File: config.mk
export PLATFORM = sky130hd
export DESIGN_NAME = result_serializer
export DESIGN_NICKNAME = d
export VERILOG_FILES = /design/src/rtl/io_pkg.sv /design/src/rtl/rise_detect.sv /design/src/rtl/result_serializer.sv
export SDC_FILE = /design/constraint.sdc
export NUM_CORES = 1
export LEC_CHECK = 0
export BUFFER_PORTS_ARGS = -buffer_cell sky130_fd_sc_hd__buf_2
export CAP_MARGIN = 10
export CORE_MARGIN = 3
export CORE_UTILIZATION = 58
export CTS_BUF_LIST = sky130_fd_sc_hd__clkbuf_8
export CTS_CLUSTER_SIZE = 30
export DETAILED_ROUTE_END_ITERATION = 7
export GPL_TIMING_DRIVEN = 0
export PLACE_DENSITY = 0.87
export SYNTH_ARGS = -nofsm -noshare
export SYNTH_HDL_FRONTEND = slang
export SYNTH_HIERARCHICAL = 1
export SYNTH_SLANG_ARGS = --single-unit
File: constraint.sdc
create_clock -name clk -period 3.7 [get_ports clk]
set_input_delay 0.74 -clock clk [delete_from_list [all_inputs] [get_ports clk]]
set_output_delay 0.74 -clock clk [all_outputs]
set_load 0.02 [all_outputs]
File: src/rtl/io_pkg.sv
// Shared I/O constants for the byte-wide operand loader, multiplier core and result serializer.
package io_pkg;

  localparam int unsigned DATA_W  = 33;
  localparam int unsigned BYTE_W  = 8;
  localparam int unsigned NBYTES  = (DATA_W + BYTE_W - 1) / BYTE_W;
  localparam int unsigned SHREG_W = NBYTES * BYTE_W;
  localparam int unsigned CNT_W   = $clog2(NBYTES);

  typedef enum logic [1:0] {
    StIdle = 2'd0,
    StSend = 2'd1,
    StDone = 2'd2
  } ser_state_e;

endpackage

File: src/rtl/rise_detect.sv
// Rising-edge detector: registers the input and flags a 0->1 transition for one cycle.
module rise_detect (
  input  logic clk_i,
  input  logic rst_i,
  input  logic d_i,
  output logic rise_o
);

  logic d_q;

  always_ff @(posedge clk_i) begin
    if (rst_i) begin
      d_q <= 1'b0;
    end else begin
      d_q <= d_i;
    end
  end

  assign rise_o = d_i & ~d_q;

endmodule

File: src/rtl/result_serializer.sv
// Emits a product word on an 8-bit bus, LSB first, one byte per acknowledge rising edge.
module result_serializer
  import io_pkg::*;
(
  input  logic              clk,
  input  logic              rst,
  input  logic [DATA_W-1:0] result_in,
  input  logic              result_valid,
  input  logic              ack,
  output logic [BYTE_W-1:0] data_out,
  output logic              data_valid,
  output logic              busy,
  output logic              done
);

  ser_state_e         state_q, state_d;
  logic [SHREG_W-1:0] shreg_q, shreg_d;
  logic [CNT_W-1:0]   cnt_q, cnt_d;
  logic               ack_rise;

  rise_detect u_ack_rise (
    .clk_i  (clk),
    .rst_i  (rst),
    .d_i    (ack),
    .rise_o (ack_rise)
  );

  always_comb begin
    state_d = state_q;
    shreg_d = shreg_q;
    cnt_d   = cnt_q;
    case (state_q)
      StIdle: begin
        if (result_valid) begin
          shreg_d = SHREG_W'(result_in);
          cnt_d   = '0;
          state_d = StSend;
        end
      end
      StSend: begin
        if (ack_rise) begin
          if (cnt_q == CNT_W'(NBYTES - 1)) begin
            // Clear so data_out reads zero once the frame is over.
            shreg_d = '0;
            cnt_d   = '0;
            state_d = StDone;
          end else begin
            shreg_d = shreg_q >> BYTE_W;
            cnt_d   = cnt_q + CNT_W'(1);
          end
        end
      end
      StDone: begin
        state_d = StIdle;
      end
      default: begin
        state_d = StIdle;
        shreg_d = '0;
        cnt_d   = '0;
      end
    endcase
  end

  always_ff @(posedge clk) begin
    if (rst) begin
      state_q <= StIdle;
      shreg_q <= '0;
      cnt_q   <= '0;
    end else begin
      state_q <= state_d;
      shreg_q <= shreg_d;
      cnt_q   <= cnt_d;
    end
  end

  // All outputs decode registered state only; ack never reaches them combinationally.
  assign data_out   = shreg_q[BYTE_W-1:0];
  assign data_valid = (state_q == StSend);
  assign busy       = (state_q != StIdle);
  assign done       = (state_q == StDone);

endmodule

==> impl_metrics.env, run 1 <==
export IMPL_status="finished clean"
export IMPL_clock_latency_ns=0.28
export IMPL_tightest_slew_ns=0.496
export IMPL_start_util_pct=63.3
export IMPL_yosys_warnings=6
export IMPL_netlist_instances=150
export IMPL_grt_pass1_vias=1438
export IMPL_final_common_cell="buf_2"
export IMPL_start_kind="flop"
export IMPL_syn_num_nets=189
export IMPL_syn_area_um2=1820
export IMPL_rrSetupSlack_ns=2.00
export IMPL_routedWlPerCell_um=16.3
export IMPL_antenna_left=0
export IMPL_slew_headroom_pct=66.9
export IMPL_grt_total_usage_pct=22.2
export IMPL_grt_pass1_wl_mm=6.18
export IMPL_synth_cell_types=35
export IMPL_vdd_drop_max_mv=0.285
export IMPL_path_clk_slew_ns=0.07
export IMPL_io_buffers=47
export IMPL_multi_input_area_um2=851
export IMPL_antenna_found_initial=0
export IMPL_die_h_um=62.0
export IMPL_slew_violations=0
export IMPL_dieArea_um2=3850
export IMPL_setup_viol=0
export IMPL_rows=19
export IMPL_hold_viol_final=0
export IMPL_cts_tree="yes"
export IMPL_required_ns=2.96
export IMPL_drive_gt1_share_pct=48.5
export IMPL_rsz0062_at_grt="no"
export IMPL_cts_buffers=5
export IMPL_htree_num_levels=2
export IMPL_area_growth_syn_to_layout_pct=20.6
export IMPL_core_um2=2880
export IMPL_max_clock_path_buffers=2
export IMPL_postSynthAreaPerCell_um2=12.1
export IMPL_pwr_density_cell_nw_per_um2=415
export IMPL_cts_resized=0
export IMPL_fp_dieW_um=62.0
export IMPL_hold_path_class="reg2reg"
export IMPL_drc_errors=0
export IMPL_drtPass1Iterations=4
export IMPL_arrival_ns=1.15
export IMPL_dp_hpwl_mm=2.92
export IMPL_period_share_pct=51.0
export IMPL_antenna_cells=0
export IMPL_p_leak_nw=0.956
export IMPL_overflow=0
export IMPL_hold_buffers=0
export IMPL_max_freq_mhz=530
export IMPL_io_pins=48
export IMPL_synth_seq_cells=39
export IMPL_post_drt_via_cell_ratio=5.76
export IMPL_wirelength_mm=4.02
export IMPL_gp_congestion=0.778
export IMPL_regArea_um2=781
export IMPL_worst_setup_path_end_kind="output pin"
export IMPL_cts_root_buf="clkbuf_8"
export IMPL_synth_yosys_seq_area_share_pct=42.9
export IMPL_path_max_fanout=10
export IMPL_skew_ns=0.00484
export IMPL_finalSetupTns_ns=0
export IMPL_critPathKind="reg2out"
export IMPL_nFillCells=197
export IMPL_vias=1418
export IMPL_mostFrequentLayoutCells="buf_2, dfxtp_1, a22oi_1"
export IMPL_fin_util_pct=76.3
export IMPL_clock_sinks=39
export IMPL_min_period_ns=1.89
export IMPL_cts_setup_buffers=0
export IMPL_fin_hold_ws_ns=0.474
export IMPL_grt_max_degree=12
export IMPL_cap_violations=0
export IMPL_nets=243
export IMPL_drt_iter0_markers=90
-- cell type report --
| type | instances | area share (%) |
|---|---|---|
| Tap cell | 42 | 2.39 |
| Multi-Input combinational cell | 87 | 38.7 |
| Clock buffer | 6 | 3.76 |
| Sequential cell | 39 | 35.6 |
| Buffer | 21 | 8.09 |
| Inverter | 3 | 0.513 |
| Timing Repair Buffer | 47 | 10.7 |
| Clock inverter | 1 | 0.228 |
-- critical path, stage by stage, from the launching register on --
cell and delay (ns):
dfxtp_1 0.32, buf_6 0.13, or2_1 0.24, buf_2 0.17
-- state kept, by name, summed over array words and instances (netlist names) --
signal	flops
u_ack_rise/d_q	1
state_q	2
shreg_q	33
cnt_q	3
-- metal layers --
layer | routed length (um) | vias up | GRT usage (%)
met1 | 1700 | 679 | 26.9
met5 | 0 | - | 0
met3 | 255 | 2 | 5.58
li1 | - | 688 | -
met2 | 2040 | 49 | 37.4
met4 | 18 | 0 | 8.48
-- synthesized netlist by cell type --
cell / instances / area (um^2)
clkbuf_2: 1 / 5.00
buf_4: 8 / 60.1
nor2_1: 4 / 15.0
mux2_2: 1 / 11.3
and2b_1: 1 / 7.51
inv_1: 2 / 7.51
nor2b_4: 3 / 41.3
o21ai_0: 1 / 5.00
nand2b_1: 1 / 6.26
nor3_1: 1 / 5.00
a22o_1: 9 / 78.8
a32oi_1: 1 / 8.76
o2bb2ai_1: 5 / 43.8
a21boi_2: 1 / 11.3
dfxtp_1: 39 / 781
and4b_1: 1 / 10.0
ha_1: 2 / 25.0
nor3b_4: 1 / 18.8
buf_2: 4 / 20.0
buf_12: 2 / 40.0
buf_6: 4 / 45.0
a211o_1: 1 / 8.76
nor3b_1: 1 / 7.51
o2bb2ai_2: 20 / 300
nand4_1: 1 / 6.26
a32o_1: 1 / 10.0
or2_1: 1 / 6.26
clkinv_1: 1 / 3.75
or3_1: 1 / 6.26
a21oi_1: 1 / 5.00
a22oi_1: 25 / 188
and3_1: 1 / 6.26
and4_1: 1 / 8.76
clkbuf_1: 2 / 7.51
mux2i_1: 1 / 10.0
-- power breakdown --
| part | switching (mW) | internal, mW |
|---|---|---|
| sequential | 0.0188 | 0.445 |
| clock | 0.139 | 0.146 |
| combinational | 0.0836 | 0.0785 |
| total | 0.241 | 0.670 |
-- final timing paths --
| kind | from | cells past startpoint | to |
|---|---|---|---|
| worst max-delay path | state_q[0] | 3 | busy |
| worst min-delay path | shreg_q[17] | 1 | shreg_q[17] |
| worst max register to register | cnt_q[0] | 6 | shreg_q[1] |
| worst min register to register | shreg_q[17] | 1 | shreg_q[17] |
-- through the flow --
stage	worst slack (ns)	instance area, um^2	instances	total power, mW
2_1_floorplan	1.95	1820	150	0.584
3_3_place_gp	1.74	2110	239	0.628
3_5_place_dp	1.71	2110	239	0.635
4_1_cts	1.81	2200	246	0.915
5_1_grt	1.75	2200	246	0.949
6_report	1.81	2200	246	0.912
-- cell families (layout without fill, tap and decap cells) --
logic type | Yosys count | after routing | share of synthesized area, %
compound gates | 65 | 65 | 36.2
fa+ha+maj | 2 | 2 | 1.37
buf+inv | 24 | 78 | 10.4
flops | 39 | 39 | 42.9
mux | 2 | 2 | 1.17
simple gates | 18 | 18 | 7.97
Note: power is estimated with default switching activity, not from simulation.
==> inputs of run 2 (changes only) <==
- CORE_UTILIZATION: 58 -> 49
- PLACE_DENSITY: 0.87 -> 0.78
- clock period: 3.7 -> 1.62 ns (I/O delays scaled with it)
==> run 2 against run 1 <==
Die area is 17% higher. Core utilization is 12 points lower. Combinational power is 140% higher. Sequential cell count stayed put. Final area is 1.5% higher. Sequential share of layout area is 0.54 points lower. First-iteration DRC count is 34% higher.
==> impl_metrics.env, run 2 (synthesis results as in run 1) <==
export IMPL_status="finished clean"
export IMPL_clkPwrFrac_pct=31.3
export IMPL_p_leak_nw=0.961
export IMPL_critPathKind="reg2reg"
export IMPL_reg2reg_to="shreg_q[13]"
export IMPL_drt_iter0_markers=121
export IMPL_p_sw_mw=0.592
export IMPL_routedWlPerCell_um=16.6
export IMPL_path_max_fanout=10
export IMPL_layout_setup_ws_ns=0.116
export IMPL_die_h_um=67.0
export IMPL_worst_setup_path_end_kind="flop"
export IMPL_final_common_cell="buf_2"
export IMPL_min_period_ns=1.50
export IMPL_io_buffers=47
export IMPL_skew_ns=0.0128
export IMPL_dieArea_um2=4480
export IMPL_hold_path_class="in2reg"
export IMPL_fin_util_pct=64.3
export IMPL_start_util_pct=52.5
export IMPL_grt_total_usage_pct=20.5
export IMPL_r2r_start="state_q[0]"
export IMPL_io_pins=48
export IMPL_required_ns=1.80
export IMPL_drtPass1Iterations=4
export IMPL_mostFrequentLayoutCells="buf_2, dfxtp_1, a22oi_1"
export IMPL_cts_tree="yes"
export IMPL_cts_buffers=5
export IMPL_vdd_drop_max_mv=0.572
export IMPL_top_regs="shreg_q: 33 flops, cnt_q: 3 flops, state_q: 2 flops"
export IMPL_seq_power_share_pct=50.5
export IMPL_path_clk_slew_ns=0.08
export IMPL_overflow=0
export IMPL_rsz0062_at_grt="yes"
export IMPL_tightest_slew_ns=0.487
export IMPL_clock_latency_ns=0.30
export IMPL_finalPower_mw=2.10
export IMPL_clock_sinks=39
export IMPL_nets=244
export IMPL_pwr_density_cell_nw_per_um2=940
export IMPL_antenna_left=0
export IMPL_holdPathEnd="u_ack_rise/d_q"
export IMPL_htree_num_levels=2
export IMPL_grt_pass1_wl_mm=6.76
export IMPL_setup_viol=0
export IMPL_cts_root_buf="clkbuf_8"
export IMPL_gp_congestion=0.787
export IMPL_arrival_ns=1.68
export IMPL_fp_dieW_um=67.0
export IMPL_fin_hold_ws_ns=0.220
export IMPL_cap_violations=0
export IMPL_wirelength_mm=4.17
export IMPL_max_freq_mhz=665
export IMPL_switching_share_pct=28.2
export IMPL_grt_pass1_vias=1359
export IMPL_dp_hpwl_mm=3.00
export IMPL_max_clock_path_buffers=2
export IMPL_start_kind="flop"
export IMPL_slew_violations=0
export IMPL_antenna_cells=0
export IMPL_hold_viol_final=0
export IMPL_internal_power_mw=1.50
export IMPL_drc_errors=0
export IMPL_grt_max_degree=14
export IMPL_regMostFlops="shreg_q"
export IMPL_holdPathStages=2
export IMPL_place_ws_ns=-0.0636
export IMPL_min_from="rst"
export IMPL_comb_power_share_pct=18.2
export IMPL_rrSetupSlack_ns=0.12
export IMPL_drive_gt1_share_pct=49.0
export IMPL_rows=21
export IMPL_antenna_found_initial=0
export IMPL_vias=1419
export IMPL_core_um2=3470
export IMPL_hold_buffers=0
export IMPL_largest_register_ffs=33
export IMPL_post_drt_via_cell_ratio=5.63
export IMPL_r2r_worst_path_cells=5
export IMPL_area_growth_syn_to_layout_pct=22.5
export IMPL_slew_headroom_pct=67.5
export IMPL_period_share_pct=92.8
-- run 2: changes by cell type in the layout (fill, tap and decap cells not counted), sizes merged --
cell and delta:
clkinvlp +2, clkbuf -1, buf +1
-- run 2: worst max path at each step --
stage / startpoint / to / slack [ns] / depth (start not counted)
final: state_q[0] / shreg_q[13] / 0.12 / 5
after global routing: state_q[0] / shreg_q[13] / -0.006 / 5
after CTS: cnt_q[0] / shreg_q[13] / 0.02 / 6
after detailed placement: cnt_q[0] / shreg_q[13] / -0.06 / 6
after global placement: cnt_q[0] / shreg_q[24] / 0.02 / 6
after floorplan: cnt_q[0] / shreg_q[10] / 0.24 / 6
-- run 2: what timing repair did --
item / in CTS / in global routing
setup buffers: 0 / 1
resized for setup: 3 / 2
setup endpoints to repair: 20 / 20
endpoints found under the hold margin: 0 / 0
pin swaps: 0 / 1
-- run 2: layout make-up --
type                    count  area [um^2]
fillers                   298         1240
multi-input cells          87          858
flip-flops and latches     39          781
repair buffers             48          243
plain buffers              21          190
clock buffers               5         68.8
well taps                  46         57.6
clock inverters             3         20.0
inverters                   3         11.3
-- run 2: routing by layer --
metal  track usage (%)  vias up  part of all wire (%)
met2              32.2       43                    46
met3              5.56        6                   6.4
met4              6.08        0                   1.2
met5                 0        -                     0
met1              27.4      685                    47
li1                  -      685                     -
-- run 2: metrics by stage --
stage / std cells / setup TNS [ns] / instance area, um^2
6_report: 252 / 0 / 2230
5_1_grt: 252 / -0.00589 / 2230
4_1_cts: 251 / 0 / 2210
3_5_place_dp: 243 / -0.689 / 2110
3_3_place_gp: 243 / 0 / 2110
2_1_floorplan: 150 / 0 / 1820
-- run 2: power by group through the flow --
| stage | clock (mW) | sequential (mW) | combinational (mW) |
|---|---|---|---|
| after floorplan | 0 | 1.07 | 0.265 |
| after global placement | 0 | 1.08 | 0.361 |
| after detailed placement | 0 | 1.08 | 0.373 |
| final | 0.655 | 1.06 | 0.382 |
| after CTS | 0.671 | 1.06 | 0.379 |
| after global routing | 0.713 | 1.06 | 0.415 |
-- run 2: worst max-delay path, stage by stage, from the launching register on --
cell	delay [ns]
dfxtp_1	0.33
buf_6	0.13
clkinv_1	0.22
clkbuf_1	0.32
a22oi_1	0.29
o2bb2ai_2	0.10
==> inputs of run 3 (changes only) <==
- CORE_UTILIZATION: 49 -> 48
- PLACE_DENSITY: 0.78 -> 0.77
- SYNTH_HIERARCHICAL: 1 -> default
==> run 3 against run 2 <==
Worst setup slack lost 0.077 ns. Area after synthesis fell by 4.7%. First-iteration DRC count down 55%. Sequential power is essentially flat. Clock skew decreased by 0.0097 ns. Routed wire length shrank 12%. Power fell by 3.1%. Combinational power is 15% lower. Critical path type is now reg2out.
==> impl_metrics.env, run 3 <==
export IMPL_cts_setup_buffers=0
export IMPL_ys_flop_type="dfxtp_1"
export IMPL_rsz0062_at_grt="yes"
export IMPL_start_util_pct=50.8
export IMPL_p_leak_nw=0.956
export IMPL_overflow=0
export IMPL_wirelength_mm=3.67
export IMPL_hold_path_class="in2reg"
export IMPL_final_common_cell="buf_2"
export IMPL_syn_num_nets=216
export IMPL_gp_congestion=0.768
export IMPL_holdPathEnd="shreg_q[30]"
export IMPL_status="finished clean"
export IMPL_yosysTopAreaCell="dfxtp_1"
export IMPL_dieArea_um2=4370
export IMPL_hold_viol_final=0
export IMPL_synth_edf_count=0
export IMPL_synth_area_leaders="dfxtp_1, o2bb2ai_1, a21oi_1"
export IMPL_yosys_warnings=0
export IMPL_synth_common_cells="dfxtp_1, a21oi_1, o2bb2ai_1"
export IMPL_max_clock_path_buffers=2
export IMPL_grt_pass1_wl_mm=6.13
export IMPL_dp_hpwl_mm=2.65
export IMPL_holdPathStages=2
export IMPL_post_drt_via_cell_ratio=5.14
export IMPL_drt_iter0_markers=55
export IMPL_slowest_delay_ns=0.36
export IMPL_setup_viol=0
export IMPL_finalPower_mw=2.03
export IMPL_pwr_density_cell_nw_per_um2=944
export IMPL_skew_ns=0.00308
export IMPL_critPathTopFamily="flip-flops"
export IMPL_vias=1418
export IMPL_arrival_ns=1.26
export IMPL_clock_sinks=39
export IMPL_cp_cell_sequence="buf_4 -> or2_2 -> buf_2"
export IMPL_synth_yosys_seq_area_share_pct=45.0
export IMPL_drive_gt1_share_pct=36.1
export IMPL_finalSetupTns_ns=0
export IMPL_fin_cells=276
export IMPL_area_growth_syn_to_layout_pct=24.1
export IMPL_grt_total_usage_pct=18.7
export IMPL_postSynthAreaPerCell_um2=9.80
export IMPL_core_um2=3420
export IMPL_cts_tree="yes"
export IMPL_clock_latency_ns=0.29
export IMPL_rrSetupSlack_ns=0.10
export IMPL_slew_violations=0
export IMPL_die_h_um=66.1
export IMPL_syn_area_um2=1730
export IMPL_synth_cell_types=28
export IMPL_cap_violations=0
export IMPL_critPathSlowestCell="dfxtp_2"
export IMPL_cts_buffers=5
export IMPL_io_buffers=46
export IMPL_antenna_cells=0
export IMPL_tightest_slew_ns=0.534
export IMPL_slew_headroom_pct=64.2
export IMPL_cts_root_buf="clkbuf_8"
export IMPL_cp_num_buf_inv=2
export IMPL_drtPass1Iterations=4
export IMPL_routedWlPerCell_um=13.3
export IMPL_max_freq_mhz=633
export IMPL_r2r_start="state_q[1]"
export IMPL_grt_pass1_vias=1329
export IMPL_rows=21
export IMPL_htree_num_levels=2
export IMPL_fp_dieW_um=66.1
export IMPL_synth_most_common_cell="dfxtp_1"
export IMPL_top_regs="shreg_q: 33 flops, cnt_q: 3 flops, state_q: 2 flops"
export IMPL_worst_setup_path_end_kind="output pin"
export IMPL_hold_buffers=0
export IMPL_vdd_drop_max_mv=0.628
export IMPL_start_kind="flop"
export IMPL_regMostFlops="shreg_q"
export IMPL_path_clk_slew_ns=0.07
export IMPL_min_period_ns=1.58
export IMPL_fin_util_pct=63.0
export IMPL_r2r_worst_path_cells=6
export IMPL_nets=269
export IMPL_critPathKind="reg2out"
export IMPL_netlist_instances=177
export IMPL_nFillCells=315
export IMPL_synth_seq_cells=39
export IMPL_drc_errors=0
export IMPL_required_ns=1.30
export IMPL_path_max_fanout=10
export IMPL_antenna_left=0
export IMPL_io_pins=48
export IMPL_grt_max_degree=12
export IMPL_antenna_found_initial=0
export IMPL_largest_register_ffs=33
export IMPL_mostFrequentLayoutCells="buf_2, dfxtp_1, a21oi_1"
export IMPL_reg2reg_to="shreg_q[29]"
export IMPL_period_share_pct=97.6
export IMPL_min_from="result_in[30]"
export IMPL_yosysTopAreaCellShare_pct=45.0
export IMPL_dp_cells=269
export IMPL_synthArstFlopShare_pct=0
==> run 3: cell types whose count changed after synthesis, moves of 4 or more <==
cell | previous run | this run
a22oi_1 | 25 | 1
o2bb2ai_2 | 20 | 0
a21oi_1 | 1 | 26
nor2b_1 | 0 | 17
clkbuf_1 | 2 | 6
o2bb2ai_1 | 5 | 25
and2b_1 | 1 | 13
==> run 3: kinds of logic after synthesis <==
kind of cell | Yosys count | share of synthesized area [%]
flip-flops | 39 | 45.0
AND/OR/NAND/NOR | 45 | 17.0
AO/OA/AOI/OAI | 65 | 26.8
multiplexers | 1 | 0.577
adder cells (fa/ha/maj) | 2 | 1.44
buffers and inverters | 25 | 9.09
==> run 3: area by class of cell <==
cell class	instances	area, um^2	share of cell area (%)
multi-input combinational	113	806	37.4
sequential	39	785	36.5
timing repair buffer	46	230	10.7
buffer	21	171	7.97
clock buffer	6	82.6	3.84
tap	46	57.6	2.67
inverter	4	15.0	0.698
clock inverter	1	5.00	0.233
==> run 3: timing repair <==
action / CTS / global route
gates resized for setup: 12 / 6
endpoints found under the setup margin: 22 / 23
hold endpoints to repair: 0 / 0
pin swaps: 0 / 1
==> run 3: power breakdown <==
group	internal [mW]	leakage, nW	switching (mW)
sequential	1.01	0.320	0.0336
combinational	0.164	0.589	0.160
clock	0.334	0.0470	0.325
total	1.51	0.956	0.519
==> run 3: stage by stage <==
step | worst slack [ns] | area, um^2 | hold slack (ns)
floorplan | 0.0616 | 1730 | 0.433
global placement | -0.275 | 2020 | 0.448
detailed placement | -0.265 | 2020 | 0.447
CTS | 0.0173 | 2140 | 0.229
global route | -0.0190 | 2150 | 0.225
finish | 0.0393 | 2150 | 0.239
==> run 3: how the worst max path moves through the flow <==
stage                           from           to  slack (ns)  cells past startpoint
final                     state_q[0]         busy        0.04                      3
after detailed placement    cnt_q[0]  shreg_q[22]       -0.26                      8
after CTS                   cnt_q[0]   shreg_q[1]        0.02                      8
after global routing        cnt_q[0]   shreg_q[1]       -0.02                      8
after floorplan             cnt_q[0]   shreg_q[0]        0.06                      8
after global placement      cnt_q[0]  shreg_q[22]       -0.27                      8
==> run 3: per-layer routing <==
| metal | track usage, % | vias up | routed length (um) |
|---|---|---|---|
| li1 | - | 729 | - |
| met1 | 24.0 | 653 | 1820 |
| met2 | 28.9 | 29 | 1600 |
| met3 | 6.12 | 7 | 174 |
| met4 | 7.61 | 0 | 66 |
| met5 | 0 | - | 0 |
